**src/rtl/dht11_sampler.sv**
```systemverilog
// Periodic DHT11 acquisition controller: clears and triggers the bus driver on a fixed
// period, supervises each transaction, range-checks and BCD-converts accepted samples.
module dht11_sampler #(
  parameter int unsigned PERIOD_CYCLES  = 100_000_000,
  parameter int unsigned TIMEOUT_CYCLES = 1_000_000,
  parameter int unsigned MAX_RETRIES    = 3,
  localparam int unsigned FC_W = $clog2(MAX_RETRIES + 1)
) (
  input  logic            clock,
  input  logic            reset,
  input  logic            enable,
  output logic            dht_reset,
  output logic            dht_start,
  input  logic            dht_pronto,
  input  logic            dht_error,
  input  logic [15:0]     dht_temperatura,
  input  logic [15:0]     dht_umidade,
  output logic [7:0]      temp_int,
  output logic [7:0]      umid_int,
  output logic [7:0]      temp_bcd,
  output logic [7:0]      umid_bcd,
  output logic            sample_valid,
  output logic            data_ok,
  output logic            fault,
  output logic [FC_W-1:0] fail_count
);

  localparam int unsigned PER_W = (PERIOD_CYCLES > 2) ? $clog2(PERIOD_CYCLES) : 1;
  localparam int unsigned TMO_W = (TIMEOUT_CYCLES > 1) ? $clog2(TIMEOUT_CYCLES) : 1;

  // HOLDOFF ends two cycles before the next START so CLEAR fits in between.
  localparam logic [PER_W-1:0] PER_LAST = PER_W'(PERIOD_CYCLES - 2);
  localparam logic [TMO_W-1:0] TMO_LAST = TMO_W'(TIMEOUT_CYCLES - 1);
  localparam logic [FC_W-1:0]  FC_MAX   = FC_W'(MAX_RETRIES);

  localparam logic [2:0] S_IDLE    = 3'd0;
  localparam logic [2:0] S_CLEAR   = 3'd1;
  localparam logic [2:0] S_START   = 3'd2;
  localparam logic [2:0] S_WAIT    = 3'd3;
  localparam logic [2:0] S_CHECK   = 3'd4;
  localparam logic [2:0] S_CONVERT = 3'd5;
  localparam logic [2:0] S_PUBLISH = 3'd6;
  localparam logic [2:0] S_HOLDOFF = 3'd7;

  function automatic logic [FC_W-1:0] fail_sat_inc(input logic [FC_W-1:0] fc);
    return (fc >= FC_MAX) ? FC_MAX : fc + FC_W'(1);
  endfunction

  function automatic logic in_range(input logic [7:0] t, input logic [7:0] h);
    return (h >= 8'd1) && (h <= 8'd99) && (t <= 8'd60);
  endfunction

  logic [2:0]       state_q, state_d;
  logic [TMO_W-1:0] timer_q, timer_d;
  logic [PER_W-1:0] per_q, per_d;
  logic [FC_W-1:0]  fail_q, fail_d, fc_inc;
  logic             fault_q, fault_d;
  logic             data_ok_q, data_ok_d;
  logic [7:0]       temp_int_q, temp_int_d, umid_int_q, umid_int_d;
  logic [7:0]       temp_bcd_q, temp_bcd_d, umid_bcd_q, umid_bcd_d;
  logic             dht_reset_q, dht_start_q, sample_valid_q;
  logic [7:0]       t_raw_q, t_raw_d, h_raw_q, h_raw_d;
  logic [7:0]       t_rem_q, t_rem_d, h_rem_q, h_rem_d;
  logic [3:0]       t_tens_q, t_tens_d, h_tens_q, h_tens_d;
  logic             fail_now;
  logic             unused_lo;

  assign unused_lo = ^{dht_temperatura[7:0], dht_umidade[7:0]};
  assign fc_inc    = fail_sat_inc(fail_q);

  always_comb begin
    state_d    = state_q;
    timer_d    = timer_q;
    per_d      = per_q;
    fail_d     = fail_q;
    fault_d    = fault_q;
    data_ok_d  = data_ok_q;
    temp_int_d = temp_int_q;
    umid_int_d = umid_int_q;
    temp_bcd_d = temp_bcd_q;
    umid_bcd_d = umid_bcd_q;
    t_raw_d    = t_raw_q;
    h_raw_d    = h_raw_q;
    t_rem_d    = t_rem_q;
    h_rem_d    = h_rem_q;
    t_tens_d   = t_tens_q;
    h_tens_d   = h_tens_q;
    fail_now   = 1'b0;

    // Period counter measures cycles since the last START, independent of outcome.
    if (state_q == S_START) begin
      per_d = PER_W'(1);
    end else if (per_q < PER_LAST) begin
      per_d = per_q + PER_W'(1);
    end

    case (state_q)
      S_IDLE: begin
        if (enable) state_d = S_CLEAR;
      end
      S_CLEAR: begin
        state_d = S_START;
      end
      S_START: begin
        timer_d = '0;
        state_d = S_WAIT;
      end
      S_WAIT: begin
        timer_d = timer_q + TMO_W'(1);
        if (dht_error) begin
          fail_now = 1'b1;
        end else if (dht_pronto) begin
          t_raw_d = dht_temperatura[15:8];
          h_raw_d = dht_umidade[15:8];
          state_d = S_CHECK;
        end else if (timer_q == TMO_LAST) begin
          fail_now = 1'b1;
        end
      end
      S_CHECK: begin
        if (in_range(t_raw_q, h_raw_q)) begin
          t_rem_d  = t_raw_q;
          h_rem_d  = h_raw_q;
          t_tens_d = '0;
          h_tens_d = '0;
          state_d  = S_CONVERT;
        end else begin
          fail_now = 1'b1;
        end
      end
      S_CONVERT: begin
        // Repeated subtraction: both values step in parallel until each is a single digit.
        if ((t_rem_q < 8'd10) && (h_rem_q < 8'd10)) begin
          temp_int_d = t_raw_q;
          umid_int_d = h_raw_q;
          temp_bcd_d = {t_tens_q, t_rem_q[3:0]};
          umid_bcd_d = {h_tens_q, h_rem_q[3:0]};
          data_ok_d  = 1'b1;
          fail_d     = '0;
          fault_d    = 1'b0;
          state_d    = S_PUBLISH;
        end else begin
          if (t_rem_q >= 8'd10) begin
            t_rem_d  = t_rem_q - 8'd10;
            t_tens_d = t_tens_q + 4'd1;
          end
          if (h_rem_q >= 8'd10) begin
            h_rem_d  = h_rem_q - 8'd10;
            h_tens_d = h_tens_q + 4'd1;
          end
        end
      end
      S_PUBLISH: begin
        state_d = S_HOLDOFF;
      end
      S_HOLDOFF: begin
        if (per_q >= PER_LAST) state_d = enable ? S_CLEAR : S_IDLE;
      end
      default: begin
        state_d = S_IDLE;
      end
    endcase

    if (fail_now) begin
      fail_d  = fc_inc;
      fault_d = (fc_inc >= FC_MAX);
      state_d = S_HOLDOFF;
    end
  end

  always_ff @(posedge clock) begin
    if (reset) begin
      state_q        <= S_IDLE;
      timer_q        <= '0;
      per_q          <= '0;
      fail_q         <= '0;
      fault_q        <= 1'b0;
      data_ok_q      <= 1'b0;
      temp_int_q     <= '0;
      umid_int_q     <= '0;
      temp_bcd_q     <= '0;
      umid_bcd_q     <= '0;
      dht_reset_q    <= 1'b0;
      dht_start_q    <= 1'b0;
      sample_valid_q <= 1'b0;
    end else begin
      state_q        <= state_d;
      timer_q        <= timer_d;
      per_q          <= per_d;
      fail_q         <= fail_d;
      fault_q        <= fault_d;
      data_ok_q      <= data_ok_d;
      temp_int_q     <= temp_int_d;
      umid_int_q     <= umid_int_d;
      temp_bcd_q     <= temp_bcd_d;
      umid_bcd_q     <= umid_bcd_d;
      dht_reset_q    <= (state_d == S_CLEAR);
      dht_start_q    <= (state_d == S_START);
      sample_valid_q <= (state_d == S_PUBLISH);
    end
  end

  // Conversion scratch registers are fully reloaded before use, so they carry no reset.
  always_ff @(posedge clock) begin
    t_raw_q  <= t_raw_d;
    h_raw_q  <= h_raw_d;
    t_rem_q  <= t_rem_d;
    h_rem_q  <= h_rem_d;
    t_tens_q <= t_tens_d;
    h_tens_q <= h_tens_d;
  end

  assign dht_reset    = dht_reset_q;
  assign dht_start    = dht_start_q;
  assign sample_valid = sample_valid_q;
  assign data_ok      = data_ok_q;
  assign fault        = fault_q;
  assign fail_count   = fail_q;
  assign temp_int     = temp_int_q;
  assign umid_int     = umid_int_q;
  assign temp_bcd     = temp_bcd_q;
  assign umid_bcd     = umid_bcd_q;

endmodule
```
**config.mk**
```make
export PLATFORM = sky130hd
export DESIGN_NAME = dht11_sampler
export DESIGN_NICKNAME = d
export VERILOG_FILES = /design/src/rtl/dht11_sampler.sv
export SDC_FILE = /design/constraint.sdc
export NUM_CORES = 1
export LEC_CHECK = 0
export CAP_MARGIN = 20
export CELL_PAD_IN_SITES_DETAIL_PLACEMENT = 0
export CELL_PAD_IN_SITES_GLOBAL_PLACEMENT = 1
export CORE_ASPECT_RATIO = 1.2
export CORE_MARGIN = 2
export CORE_UTILIZATION = 42
export DETAILED_ROUTE_END_ITERATION = 6
export PLACE_DENSITY_LB_ADDON = 0.05
export SLEW_MARGIN = 20
export SYNTH_ARGS = -nofsm -noshare
export SYNTH_HDL_FRONTEND = slang
export SYNTH_SLANG_ARGS = --single-unit
```
**constraint.sdc**
```tcl
create_clock -name clock -period 2.65 [get_ports clock]
set_input_delay 0.53 -clock clock [delete_from_list [all_inputs] [get_ports clock]]
set_output_delay 0.53 -clock clock [all_outputs]
set_load 0.02 [all_outputs]
```
==> run metrics <==
Fillers 1251; Reg with most FFs per_q; boundary pin count 76; Post-synth top flop dfxtp_1; ys async rst share 0%; Multi-input gate area 2630 um2; Period Utilization, post-route 81.7%; Antenna Cells 0; layout cells sized above 1 between 10% and 20%; syn_area_per_cell 9.12 um2; worst slew pin tran around 560 ps; CTS resizes 0; layout net count 748; Commonest cells post-synth nand2_1 (119), dfxtp_1 (89), a21oi_1 (60); Post-synth EDFFs 40; Max Fclk between 400 and 500 MHz; Clock Tree Root clkbuf_16; Buffers on Ports 59; WHS 446 ps; Slew HR 62.9%; Area Growth Syn to Fin 25.7%; DP HPWL 9690 um; Slew Limit Fails 0; Hold Crit Class reg -> reg; final setup violating endpoints 0; CTS buffer count 17; DRT antenna net count 0; Seq/Total Area, Yosys between 50% and 60%; Die X around 110 um; Setup TNS Final 0 ps; postcts setup bufs 0; CP endpoint kind register; clock transition at the registers of the reported paths 50 ps; Routability Congestion 0.812; Pre-Repair DR Iteration Count 4; vias in the first global route 4607; TritonCTS Sinks 129; Avg WL per Cell 15.5 um; total power 0.00553 W; Regs by FF count per_q x27, timer_q x20; DR DRC count 0; largest net degree at the start of global routing a little over 40; Combinational Power Share 13.6%; WS Path Type in -> reg; gr usage total 19.2%; Maximum Capacitance Violations 0; starting density of the core 43.3%; worst clock skew ~9.4 ps; Fin. Hold Viols 0; FP Rows between 40 and 50; max FFs per register 27; switch share 26.6%; sw power 0.00147 W; Clk network pwr share 45.3%; Yosys top cell area share between 30 and 40%; sequential standard cell area 2980 um2; clock latency on the worst-skew pair 420 ps; RSZ-0062 raised after global routing no; hold_buf cts 0; most common cell in the netlist nand2_1; Max VDD drop 0.000451 V; Detailed Route Iter0 Violations 230; gr ovfl total 0; design internal power 0.00406 W; vias per cell 5.33; Tmin final 2170 ps; Core Area around 13000 um2; final WL around 14000 um; first-pass GRT wire length 22700 um; status completed; Req. time, crit path 2980 ps; initial antenna violation count 0; type of origin of the critical path primary input; H-Tree Depth 4; post-synthesis cell type count 63; Synth Instances 633; Area contributors post-synth dfxtp_1 (31%), edfxtp_1 (21%), nand2_1 (7.7%), a21oi_1 (5.2%), nor2_1 (3.8%); Synth warnings 0; Cell Area, Synth 5780 um2; Synthesized Nets 677; PwrDens roughly 760 nW/um2; WP data arrival 2500 ps; #FFs+latches synth 129; Clock Path Buffers 2; Die Ht about 130 um; Seq pwr share 41.1%; area leader, netlist dfxtp_1; Die ar. 14700 um2; worst-path fanout max 6; Vias around 4700; P_leak 2.52 nW; CTS tree done
-- worst max-delay path, stage by stage --
cell and delay (ps):
clkdlybuf4s50_1 470, or4b_1 500, or4_1 450, o211ai_2 170, nor2_1 150, a31oi_1 220
-- layout make-up --
| cell class | instances | share of cell area [%] |
|---|---|---|
| well taps | 168 | 2.89 |
| multi-input cells | 462 | 36.2 |
| clock buffers | 19 | 6.25 |
| clock inverters | 13 | 2.52 |
| flip-flops and latches | 129 | 41.1 |
| repair buffers | 82 | 10.4 |
| inverters | 12 | 0.620 |
-- metrics by stage --
stage	setup slack, ps	cells	utilization, %	area (um2)
global route	275	885	54.4	7260
floorplan	409	633	-	5780
detailed placement	43.2	853	49.6	6630
CTS	446	885	54.4	7260
finish	484	885	54.4	7260
global placement	105	853	49.6	6630
-- cell families (layout without fill, tap and decap cells) --
kind of cell / count (synthesis) / count (layout) / synth area share [%]
muxes: 3 / 3 / 0.542
adders and majority gates: 7 / 7 / 1.52
buffers and inverters: 42 / 126 / 2.95
DFF: 129 / 129 / 51.6
and+or+nand+nor: 300 / 300 / 26.1
AOI/OAI and AO/OA: 122 / 122 / 12.7
xor gates and xnor gates: 30 / 30 / 4.55
-- power groups by stage --
stage | sequential, W | combinational [W] | clock [W]
6_report | 0.00227 | 0.000753 | 0.00251
2_1_floorplan | 0.00226 | 0.000538 | 0
4_1_cts | 0.00227 | 0.000763 | 0.00256
3_5_place_dp | 0.00232 | 0.000759 | 0
3_3_place_gp | 0.00231 | 0.000742 | 0
5_1_grt | 0.00229 | 0.000848 | 0.00265
-- path summary, 6_finish.rpt --
path / start / end / slack, ps / cells past startpoint
worst max-delay path: dht_pronto / state_q[1] / 480 / 6
worst min-delay path: temp_int[6] / temp_int[6] / 450 / 2
worst max register to register: h_rem_q[1] / dht_start / 480 / 7
worst min register to register: temp_int[6] / temp_int[6] / 450 / 2
-- metal layers --
| layer | GRT usage [%] | routed length, um |
|---|---|---|
| met5 | 0 | 0 |
| met4 | 7.61 | 150 |
| met3 | 4.86 | 402 |
| met2 | 33.9 | 7220 |
| met1 | 22.4 | 5990 |
-- cells in the final DEF (no fill, tap or decap), types with 14 or more instances in the layout --
cell	instances
o21ai_0	29
clkbuf_16	18
clkdlybuf4s50_1	58
xor2_1	14
a21oi_1	60
buf_4	23
nand2_1	119
xnor2_1	16
dfxtp_1	89
edfxtp_1	40
nand3_1	21
nor2_1	58
Note: power is estimated with default switching activity, not from simulation.
